--- config.mk ---
export PLATFORM = sky130hd
export DESIGN_NAME = wb_write_port_ctrl
export DESIGN_NICKNAME = d
export VERILOG_FILES = /design/src/rtl/wb_write_port_ctrl.sv
export SDC_FILE = /design/constraint.sdc
export NUM_CORES = 1
export LEC_CHECK = 0
export ABC_AREA = 0
export CAP_MARGIN = 20
export CORE_MARGIN = 2
export CORE_UTILIZATION = 50
export CTS_CLUSTER_DIAMETER = 100
export DETAILED_ROUTE_END_ITERATION = 10
export PLACE_DENSITY = 0.81
export SYNTH_ARGS = -nofsm -noshare
export SYNTH_HDL_FRONTEND = slang
export SYNTH_SLANG_ARGS = --single-unit
--- constraint.sdc ---
create_clock -name clk -period 2.5 [get_ports clk]
set_clock_uncertainty 0.2 [all_clocks]
set_input_delay 0.5 -clock clk [delete_from_list [all_inputs] [get_ports clk]]
set_output_delay 0.5 -clock clk [all_outputs]
set_load 0.005 [all_outputs]
--- src/rtl/wb_write_port_ctrl.sv ---
`default_nettype none
// ============================================================================
// Module      : wb_write_port_ctrl
// Description : Register-bank write-port owner. Merges ALU results with
//               buffered load responses and tracks outstanding loads per
//               register for decode RAW-hazard stalls.
// Revision    : 1.0 - initial release
// ============================================================================
module wb_write_port_ctrl #(
    parameter int XLEN  = 32,
    parameter int DEPTH = 2
) (
    input  logic            clk,
    input  logic            rst,

    input  logic            issue_valid,
    input  logic            issue_is_load,
    input  logic [4:0]      issue_rd,

    input  logic            alu_valid,
    input  logic [4:0]      alu_rd,
    input  logic [XLEN-1:0] alu_data,

    input  logic            mem_valid,
    input  logic [4:0]      mem_rd,
    input  logic [XLEN-1:0] mem_data,
    output logic            mem_ready,

    input  logic [4:0]      chk_rs1,
    input  logic [4:0]      chk_rs2,
    output logic            hazard,
    output logic [31:0]     busy,

    output logic            RegWrite,
    output logic [4:0]      write_reg,
    output logic [XLEN-1:0] write_data,
    output logic            ovf_err
);

    localparam int               PTR_W     = (DEPTH > 1) ? $clog2(DEPTH) : 1;
    localparam int               CNT_W     = PTR_W + 1;
    localparam logic [CNT_W-1:0] DEPTH_CNT = CNT_W'(DEPTH);
    localparam logic [CNT_W-1:0] CNT_ONE   = CNT_W'(1);

    // ------------------------------------------------------------------
    // Load-response FIFO storage and bookkeeping
    // ------------------------------------------------------------------
    logic [4:0]      fifo_rd   [DEPTH];
    logic [XLEN-1:0] fifo_data [DEPTH];
    logic [PTR_W-1:0] wr_ptr;
    logic [PTR_W-1:0] rd_ptr;
    logic [CNT_W-1:0] count;

    logic             fifo_empty;
    logic             enq;
    logic             deq;
    logic [4:0]       head_rd;
    logic [XLEN-1:0]  head_data;

    // Room is judged from the registered count only, so a same-cycle
    // dequeue never frees a slot for a same-cycle enqueue.
    assign mem_ready  = (count < DEPTH_CNT);
    assign fifo_empty = (count == '0);
    assign enq        = mem_valid & mem_ready;
    assign deq        = ~alu_valid & ~fifo_empty;
    assign head_rd    = fifo_rd[rd_ptr];
    assign head_data  = fifo_data[rd_ptr];

    always_ff @(posedge clk or negedge rst) begin
        if (!rst) begin
            for (int i = 0; i < DEPTH; i++) begin
                fifo_rd[i]   <= '0;
                fifo_data[i] <= '0;
            end
        end else if (enq) begin
            fifo_rd[wr_ptr]   <= mem_rd;
            fifo_data[wr_ptr] <= mem_data;
        end
    end

    always_ff @(posedge clk or negedge rst) begin
        if (!rst) begin
            wr_ptr <= '0;
            rd_ptr <= '0;
            count  <= '0;
        end else begin
            if (enq) begin
                wr_ptr <= wr_ptr + PTR_W'(1);
            end
            if (deq) begin
                rd_ptr <= rd_ptr + PTR_W'(1);
            end
            case ({enq, deq})
                2'b10:   count <= count + CNT_ONE;
                2'b01:   count <= count - CNT_ONE;
                default: count <= count;
            endcase
        end
    end

    always_ff @(posedge clk or negedge rst) begin
        if (!rst) begin
            ovf_err <= 1'b0;
        end else if (mem_valid && !mem_ready) begin
            ovf_err <= 1'b1;
        end
    end

    // ------------------------------------------------------------------
    // Load scoreboard
    // ------------------------------------------------------------------
    logic [31:0] set_mask;
    logic [31:0] clr_mask;
    logic [31:0] busy_next;

    always_comb begin
        set_mask = '0;
        clr_mask = '0;
        if (issue_valid && issue_is_load && (issue_rd != 5'd0)) begin
            set_mask[issue_rd] = 1'b1;
        end
        if (deq) begin
            clr_mask[head_rd] = 1'b1;
        end
        // Applying the set after the clear lets a freshly issued load win.
        busy_next    = (busy & ~clr_mask) | set_mask;
        busy_next[0] = 1'b0;
    end

    always_ff @(posedge clk or negedge rst) begin
        if (!rst) begin
            busy <= '0;
        end else begin
            busy <= busy_next;
        end
    end

    assign hazard = busy[chk_rs1] | busy[chk_rs2];

    // ------------------------------------------------------------------
    // Write-port arbitration: ALU first, FIFO head only in ALU bubbles
    // ------------------------------------------------------------------
    always_ff @(posedge clk or negedge rst) begin
        if (!rst) begin
            RegWrite   <= 1'b0;
            write_reg  <= '0;
            write_data <= '0;
        end else if (alu_valid) begin
            RegWrite   <= (alu_rd != 5'd0);
            write_reg  <= alu_rd;
            write_data <= alu_data;
        end else if (deq) begin
            RegWrite   <= (head_rd != 5'd0);
            write_reg  <= head_rd;
            write_data <= head_data;
        end else begin
            RegWrite   <= 1'b0;
        end
    end

endmodule
`default_nettype wire

Word-level counts from Yosys, hierarchy flattened
Cells that the tools add are included.
{"block": "op_classes", "n_addsub": 4, "order_cmp": 10, "n_eq_ne": 2, "n_mux": 29, "bitwise": 10, "reduce_logical": 13}
{"op": "$mux 32", "count": 8}
{"op": "$bwmux 64", "count": 1}
{"op": "$and 32x32->32", "count": 1}
{"op": "$demux 32 s1", "count": 1}
{"op": "$not 32->32", "count": 1}
{"op": "$or 32x32->32", "count": 1}
{"op": "$mux 5", "count": 6}
{"op": "$lt 5x6->1 const B", "count": 4}
{"op": "$reduce_bool 5->1", "count": 3}
{"op": "$bmux 1 s5", "count": 2}
{"op": "$bwmux 10", "count": 1}
{"op": "$demux 1 s5", "count": 2}
{"op": "$ge 5x1->1 const B", "count": 2}
{"op": "$logic_and 1x1->1", "count": 6}
{"op": "$mux 1", "count": 6}
{"op": "$demux 5 s1", "count": 1}
{"op": "$ge 2x2->1 const B", "count": 2}
{"op": "$not 1->2", "count": 2}
{"op": "$pmux 2 s2", "count": 1}
{"op": "$reduce_bool 2->1", "count": 2}
{"op": "$add 1x1->1 const B", "count": 2}
{"op": "$add 2x1->2 const B", "count": 1}
{"op": "$and 1x1->1", "count": 2}
{"op": "$eq 2x1->1 const B", "count": 1}
{"op": "8 further kinds", "count": 9}
{"block": "word_totals", "ff_bits": 148, "input_bits": 95, "output_inout_bits": 73}

Longest topological paths before layout
Gate-level depths: netlist of the first run.
{"block": "depth", "depth_word": 12, "ltp_mapped": 7, "ltp_nobuf": 6}

Worst setup path after synthesis of the first run
OpenSTA, ideal clock, no wires.
{"block": "synth_timing", "path_type": "input port to output port", "startpoint": "input chk_rs1[0]", "endpoint": "output hazard", "t_arrival_ns": 1.754, "required_ns": 1.800, "setup_slack_ns": 0.046, "cell_stages": 5, "path_buffers": 1, "cell_sequence": "buf_6 > mux4_1 > mux4_2 > nand2_1 > nand4_1"}
{"block": "synth_between", "elab_chain_len": 3}
{"element": "from (decl)", "line_no": "29", "source": "input logic [4:0] chk_rs1,"}
{"element": "$bmux 1 s5", "line_no": "138", "source": "assign hazard = busy[chk_rs1] | busy[chk_rs2];"}
{"element": "$mux 1 (not written as such)", "line_no": "138"}
{"element": "$or 1x1->1", "line_no": "138"}
{"element": "to (decl)", "line_no": "31", "source": "output logic hazard,"}
Every way passes these cells. The select of a mux whose other input is x is not followed.

Worst setup path in the final report of the first run
{"block": "layout_timing", "startpoint": "register busy[7]", "endpoint": "output hazard"}
{"block": "layout_between", "elab_chain_len": 3}
{"element": "from (decl)", "line_no": "32", "source": "output logic [31:0] busy,"}
{"element": "from (signal assigned)", "line_no": "134", "source": "busy <= busy_next;"}
{"element": "$bmux 1 s5", "line_no": "138"}
{"element": "$mux 1 (not written as such)", "line_no": "138"}
{"element": "$or 1x1->1 (*)", "line_no": "138"}
Mark *: on every way between the ends. The rest lies on a longest branch, timed or not. The select of a mux whose other input is x is not followed.

==> results of run 1 <==
[what timing repair did]
item / CTS / global route
cloned: 1 / 0
setup buffers: 1 / 4
pin swaps: 4 / 3
setup endpoints to repair: 1 / 1
hold buffers: 1 / 0
endpoints found under the hold margin: 58 / 0
resized for setup: 25 / 4
[placed cells by master, fill, tap and decap left out, types with 3 or more instances in the layout]
cell type and instances:
a21oi_1 33, buf_2 3, buf_4 60, buf_6 6
bufinv_16 4, clkbuf_16 17, clkbuf_8 3, clkdlybuf4s50_1 158
clkinv_2 3, dfrtp_1 146, dlygate4sd2_1 4, inv_1 3
mux2_2 77, mux2i_1 46, mux4_2 12, nand2_1 62
nand2b_1 4, nand3b_1 3, nor2_1 40, nor3_1 3
o21ai_0 106, or3_1 4, xnor2_1 4
[logic make-up after synthesis]
logic type,after synthesis
DFF,148
AOI/OAI and AO/OA,147
muxes,135
and+or+nand+nor,134
buffers and inverters,35
xor gates and xnor gates,5
adders and majority gates,1
other,1
[metrics by stage]
step,instances,util
finish,1015,0.7352
global route,1014,0.7350
CTS,1010,0.7328
detailed placement,977,0.6839
global placement,977,0.6839
floorplan,606,-
[cell type report]
class | instances | area, µm² | share of cell area
inverter | 3 | 11.26 | 0.001148
antenna | 1 | 2.502 | 0.0002550
clock inverter | 9 | 151.4 | 0.01543
multi-input combinational | 423 | 3052 | 0.3110
sequential | 148 | 3706 | 0.3777
timing repair buffer | 234 | 2200 | 0.2241
clock buffer | 21 | 470.5 | 0.04794
tap | 176 | 220.2 | 0.02244
[path summary, 6_finish.rpt]
kind,startpoint,end,slack [ns],cells after the start
max in group asynchronous,rst,busy[27],0.87,3
min in group asynchronous,rst,write_data[13],0.42,2
worst max-delay path,busy[7],hazard,-0.30,5
worst max register to register,rd_ptr,busy[6],0.29,5
worst min-delay path,ovf_err,ovf_err,0.25,1
worst min register to register,ovf_err,ovf_err,0.25,1
[layer usage]
metal | share of wire | track usage
met1 | 0.40 | 0.3437
met2 | 0.50 | 0.4582
met3 | 0.078 | 0.07959
met4 | 0.020 | 0.07615
met5 | 0.00067 | 0
[report_power, final]
part / total (mW) / switching, mW / leakage [nW] / internal [mW]
Clock: 2.66 / 0.928 / 0.305 / 1.74
Sequential: 4.27 / 0.744 / 1.79 / 3.52
Combinational: 5.25 / 2.34 / 2.15 / 2.90
Total: 12.2 / 4.02 / 4.25 / 8.16
==> flow_summary.yaml, run 1 <==
route:
  via_per_inst: 5.678
  wl_per_cell_um: 19.02
  routed_wl_um: 19300
  drt-initial-drc-count: 392
  vias: 5763
  drc: 0
  firstDrtPassIters: 7
  ant_nets: 0
synth:
  synth_xor_area_frac: 0.006341
  synth_edf_count: 0
  yosysTopAreaCell: "dfrtp_1"
  synthMuxAreaShare: 0.2341
  synth_ff_type: "dfrtp_1"
  synth_cell_type_count: 42
  synth_cells: 606
  netlist.area_leader.share: 0.5362
  syn_avg_cell_area_um2: 11.40
  synthAdderAreaFrac: 0.001812
  synthArstFlopShare: 1.000
  netlist_area_um2: 6907
  synth_nets: 702
  synth_compound_area_frac: 0.1105
  synthTopCellsByArea: "dfrtp_1 54%, mux2_2 13%, o21ai_0 7.7%"
  yosys.cell_count.top_type: "dfrtp_1"
  ys_seq_elements: 148
  seq_area_frac_synth: 0.5362
  synth_top_family_by_area: "multiplexers"
  synthSimpleGateAreaFrac: 0.08605
  ys_warn_count: 0
  yosys-top-cells-count: "148 x dfrtp_1, 106 x o21ai_0, 77 x mux2_2"
sta:
  fmax_ghz: 0.3571
  hold_slack_ns: 0.2533
  finalSetupTns_ns: -0.3006
  timing.slew.headroom: 0.5870
  min_period_ns: 2.801
  setup_viol: 1
  finalWorstSetupSlack_ns: -0.3006
  rsz0062_at_grt: "true"
  finalCritPeriodShare: 1.120
  slew_violations: 0
  hold_viol_final: 0
  tightest_slew_ns: 0.6195
setup_path:
  crit_chain: "mux4_2 -> mux4_2 -> nand2_1 -> nand4_1 -> buf_2"
  cpPeakStageDelay_ns: 0.49
  path_max_fanout: 2
  arrival_ns: 2.10
  start_kind: "flop"
  path_buf_inv: 1
  crit_family: "multiplexers"
  cpMaxStageDelayCell: "mux4_2"
  criticalPathCategory: "reg -> out"
  crit_required_ns: 1.80
  critPathCaptureType: "output port"
  crit_path_frequent_cell: "mux4_2"
die:
  core_area_um2: 13350
  rows: 42
  die_area_um2: 14770
  die_x_um: 121.5
  pin_count: 168
  die_h_um: 121.5
  start_util: 0.5174
power_and_ir_drop:
  ir_drop_v: 0.0007059
  cellPowerDensity_nw_per_um2: 1241
  power.total_mw: 12.18
  p_leak_nw: 4.245
cells_and_area:
  largest_register_ffs: 64
  nets: 923
  final_layout_size_suffix_gt1_frac: 0.2399
  nFillCells: 910
  stdcell_area_um2: 9813
  area_growth_pct: 42.08
  top_regs: "fifo_data: 64 flops, write_data: 32 flops, busy: 31 flops"
  regMostFlops: "fifo_data"
run_status:
  status: "finished with violations"
  violations: "setup timing"
placed_design:
  gp_congestion: 1.030
  hpwl_um: 14210
  pre_cts_slack_ns: -1.040
  numPortBuffers: 166
  post_dp_cell_area_um2: 9129
global_route:
  grt_max_degree: 76
  grt_pass1_wl_um: 30870
  antenna_found_initial: 1
  grt_usage: 0.2717
  gr-total-overflow: 0
  grt_pass1_vias: 6004
flow_run:
  cap_violations: 0
clock_network:
  cts_tree: "done"
  root_buffer: "clkbuf_16"
  clkLatencyLatePin_ns: 0.42
  htree_levels: 4
  cts.sinks: 148
  cts_buffers: 17
  clk_pin_slew_ns: 0.06
  clock_path_buffers: 2
worst_hold_path:
  hold_path.class: "reg -> reg"
No activity file was read; power rests on OpenSTA's default activity.
==> run 2: changes to the inputs <==
--- a/config.mk
+++ b/config.mk
@@ -8,10 +8,12 @@
 export ABC_AREA = 0
 export CAP_MARGIN = 20
 export CORE_MARGIN = 2
-export CORE_UTILIZATION = 50
+export CORE_UTILIZATION = 63
 export CTS_CLUSTER_DIAMETER = 100
 export DETAILED_ROUTE_END_ITERATION = 10
-export PLACE_DENSITY = 0.81
+export DONT_BUFFER_PORTS = 1
+export MAX_ROUTING_LAYER = met4
+export PLACE_DENSITY = 0.79
 export SYNTH_ARGS = -nofsm -noshare
 export SYNTH_HDL_FRONTEND = slang
 export SYNTH_SLANG_ARGS = --single-unit
==> flow_summary.yaml, run 2 (same netlist as run 1, synthesis figures left out) <==
setup_path:
  crit_required_ns: 1.80
  crit_chain: "mux4_2 -> mux4_2 -> nand2_1 -> nand4_1"
  path_max_fanout: 4
  crit_path_frequent_cell: "mux4_2"
  cpPeakStageDelay_ns: 0.50
  worstSetupStartpoint: "busy[23]"
  arrival_ns: 2.11
  reg2reg_slack_ns: 0.13
  crit_path_end: "hazard"
  crit_family: "multiplexers"
  cpMaxStageDelayCell: "mux4_2"
  ff2ff_path_depth: 5
  r2r-end: "busy[26]"
  path_buf_inv: 0
  reg2reg_from: "rd_ptr"
  criticalPathCategory: "reg -> out"
  crit_cells: 4
  start_kind: "flop"
  critPathCaptureType: "output port"
sta:
  min_period_ns: 2.811
  finalWorstSetupSlack_ns: -0.3112
  finalCritPeriodShare: 1.124
  hold_viol_final: 148
  hold_slack_ns: -0.5157
  fmax_ghz: 0.3557
  rsz0062_at_grt: "true"
  setup_viol: 1
  tightest_slew_ns: 0.5690
  timing.slew.headroom: 0.6098
  slew_violations: 0
placed_design:
  gp_congestion: 0.8741
  hpwl_um: 10470
  post_dp_cell_area_um2: 7033
  numPortBuffers: 0
cells_and_area:
  stdcell_area_um2: 8511
  largest_register_ffs: 64
  regMostFlops: "fifo_data"
  nFillCells: 631
  final_common_cell: "dfrtp_1"
  final_layout_size_suffix_gt1_frac: 0.2072
  top_regs: "fifo_data: 64 flops, write_data: 32 flops, busy: 31 flops"
  post-route-util: 0.7920
  final_cell_mix: "144 x dfrtp_1, 106 x o21ai_0, 77 x mux2_2"
  area_growth_pct: 23.22
  nets: 773
flow_run:
  cap_violations: 0
die:
  die_x_um: 108.7
  pin_count: 168
  die_area_um2: 11820
  die_h_um: 108.7
  rows: 38
  start_util: 0.6428
  core_area_um2: 10750
global_route:
  antenna_found_initial: 1
  grt_pass1_wl_um: 28580
  grt_usage: 0.3263
  grt_pass1_vias: 5637
  grt_max_degree: 149
  gr-total-overflow: 0
clock_network:
  cts.sinks: 148
  clock_path_buffers: 2
  hold_buffers: 77
  cts_tree: "done"
  clk_pin_slew_ns: 0.06
  clkLatencyLatePin_ns: 0.50
  root_buffer: "clkbuf_8"
  cts_buffers: 17
  htree_levels: 4
power_and_ir_drop:
  cellPowerDensity_nw_per_um2: 1275
  power.total_mw: 10.85
  p_leak_nw: 3.627
  ir_drop_v: 0.0007813
route:
  ant_nets: 0
  vias: 5249
  wl_per_cell_um: 21.68
  via_per_inst: 6.316
  drt-initial-drc-count: 376
  drc: 0
  firstDrtPassIters: 5
  routed_wl_um: 18010
run_status:
  status: "finished with violations"
  violations: "hold timing, setup timing"
worst_hold_path:
  hold_path.class: "in -> async"
-- run 2: final cells by class --
cell class | instances | area, µm² | share of cell area
clock inverters | 8 | 170.2 | 0.01999
flip-flops and latches | 148 | 3709 | 0.4358
inverters | 3 | 11.26 | 0.001323
clock buffers | 24 | 480.5 | 0.05645
multi-input cells | 423 | 3084 | 0.3624
well taps | 140 | 175.2 | 0.02058
repair buffers | 84 | 878.3 | 0.1032
diodes | 1 | 2.502 | 0.0002940
-- run 2: worst min path at each step --
stage | cells past startpoint | to | slack (ns)
after floorplan | 0 | RegWrite | 0.004
after global placement | 0 | write_data[9] | 0.007
after detailed placement | 0 | write_data[9] | 0.006
after CTS | 0 | write_data[13] | -0.54
after global routing | 0 | fifo_data[8] | -0.54
final | 0 | write_data[9] | -0.52
-- run 2: power breakdown --
part           leakage, nW  internal [mW]  switching (mW)
sequential            1.79           3.53           0.950
clock                0.312           1.83           0.953
combinational         1.53           1.77            1.82
total                 3.63           7.13            3.72
-- run 2: worst reg2reg max path: cells and delay by family (launching register included) --
kind                   cells  cell delay [ns]
and+or+nand+nor            1             0.33
muxes                      1             0.50
AOI/OAI and AO/OA          2             0.41
DFF                        1             0.46
buffers and inverters      1             0.33
-- run 2: per-layer routing --
metal / global-route usage / wire length (µm) / share of wire
met1: 0.3944 / 6877 / 0.38
met2: 0.5384 / 9464 / 0.53
met3: 0.07950 / 1239 / 0.069
met4: 0.1154 / 431 / 0.024
met5: - / 0 / 0
-- run 2: stage by stage --
stage               setup TNS [ns]  instances  setup WS (ns)
global placement                 0        721         0.1170
detailed placement               0        721        0.09639
global route               -0.4037        831        -0.4037
floorplan                        0        606        0.04598
CTS                        -0.3082        830        -0.3082
finish                     -0.3112        831        -0.3112
-- run 2: timing repair --
action,in CTS,in global routing
hold endpoints to repair,264,148
setup buffers,0,0
endpoints found under the setup margin,1,1
gates resized for setup,11,7
pin swaps,3,3
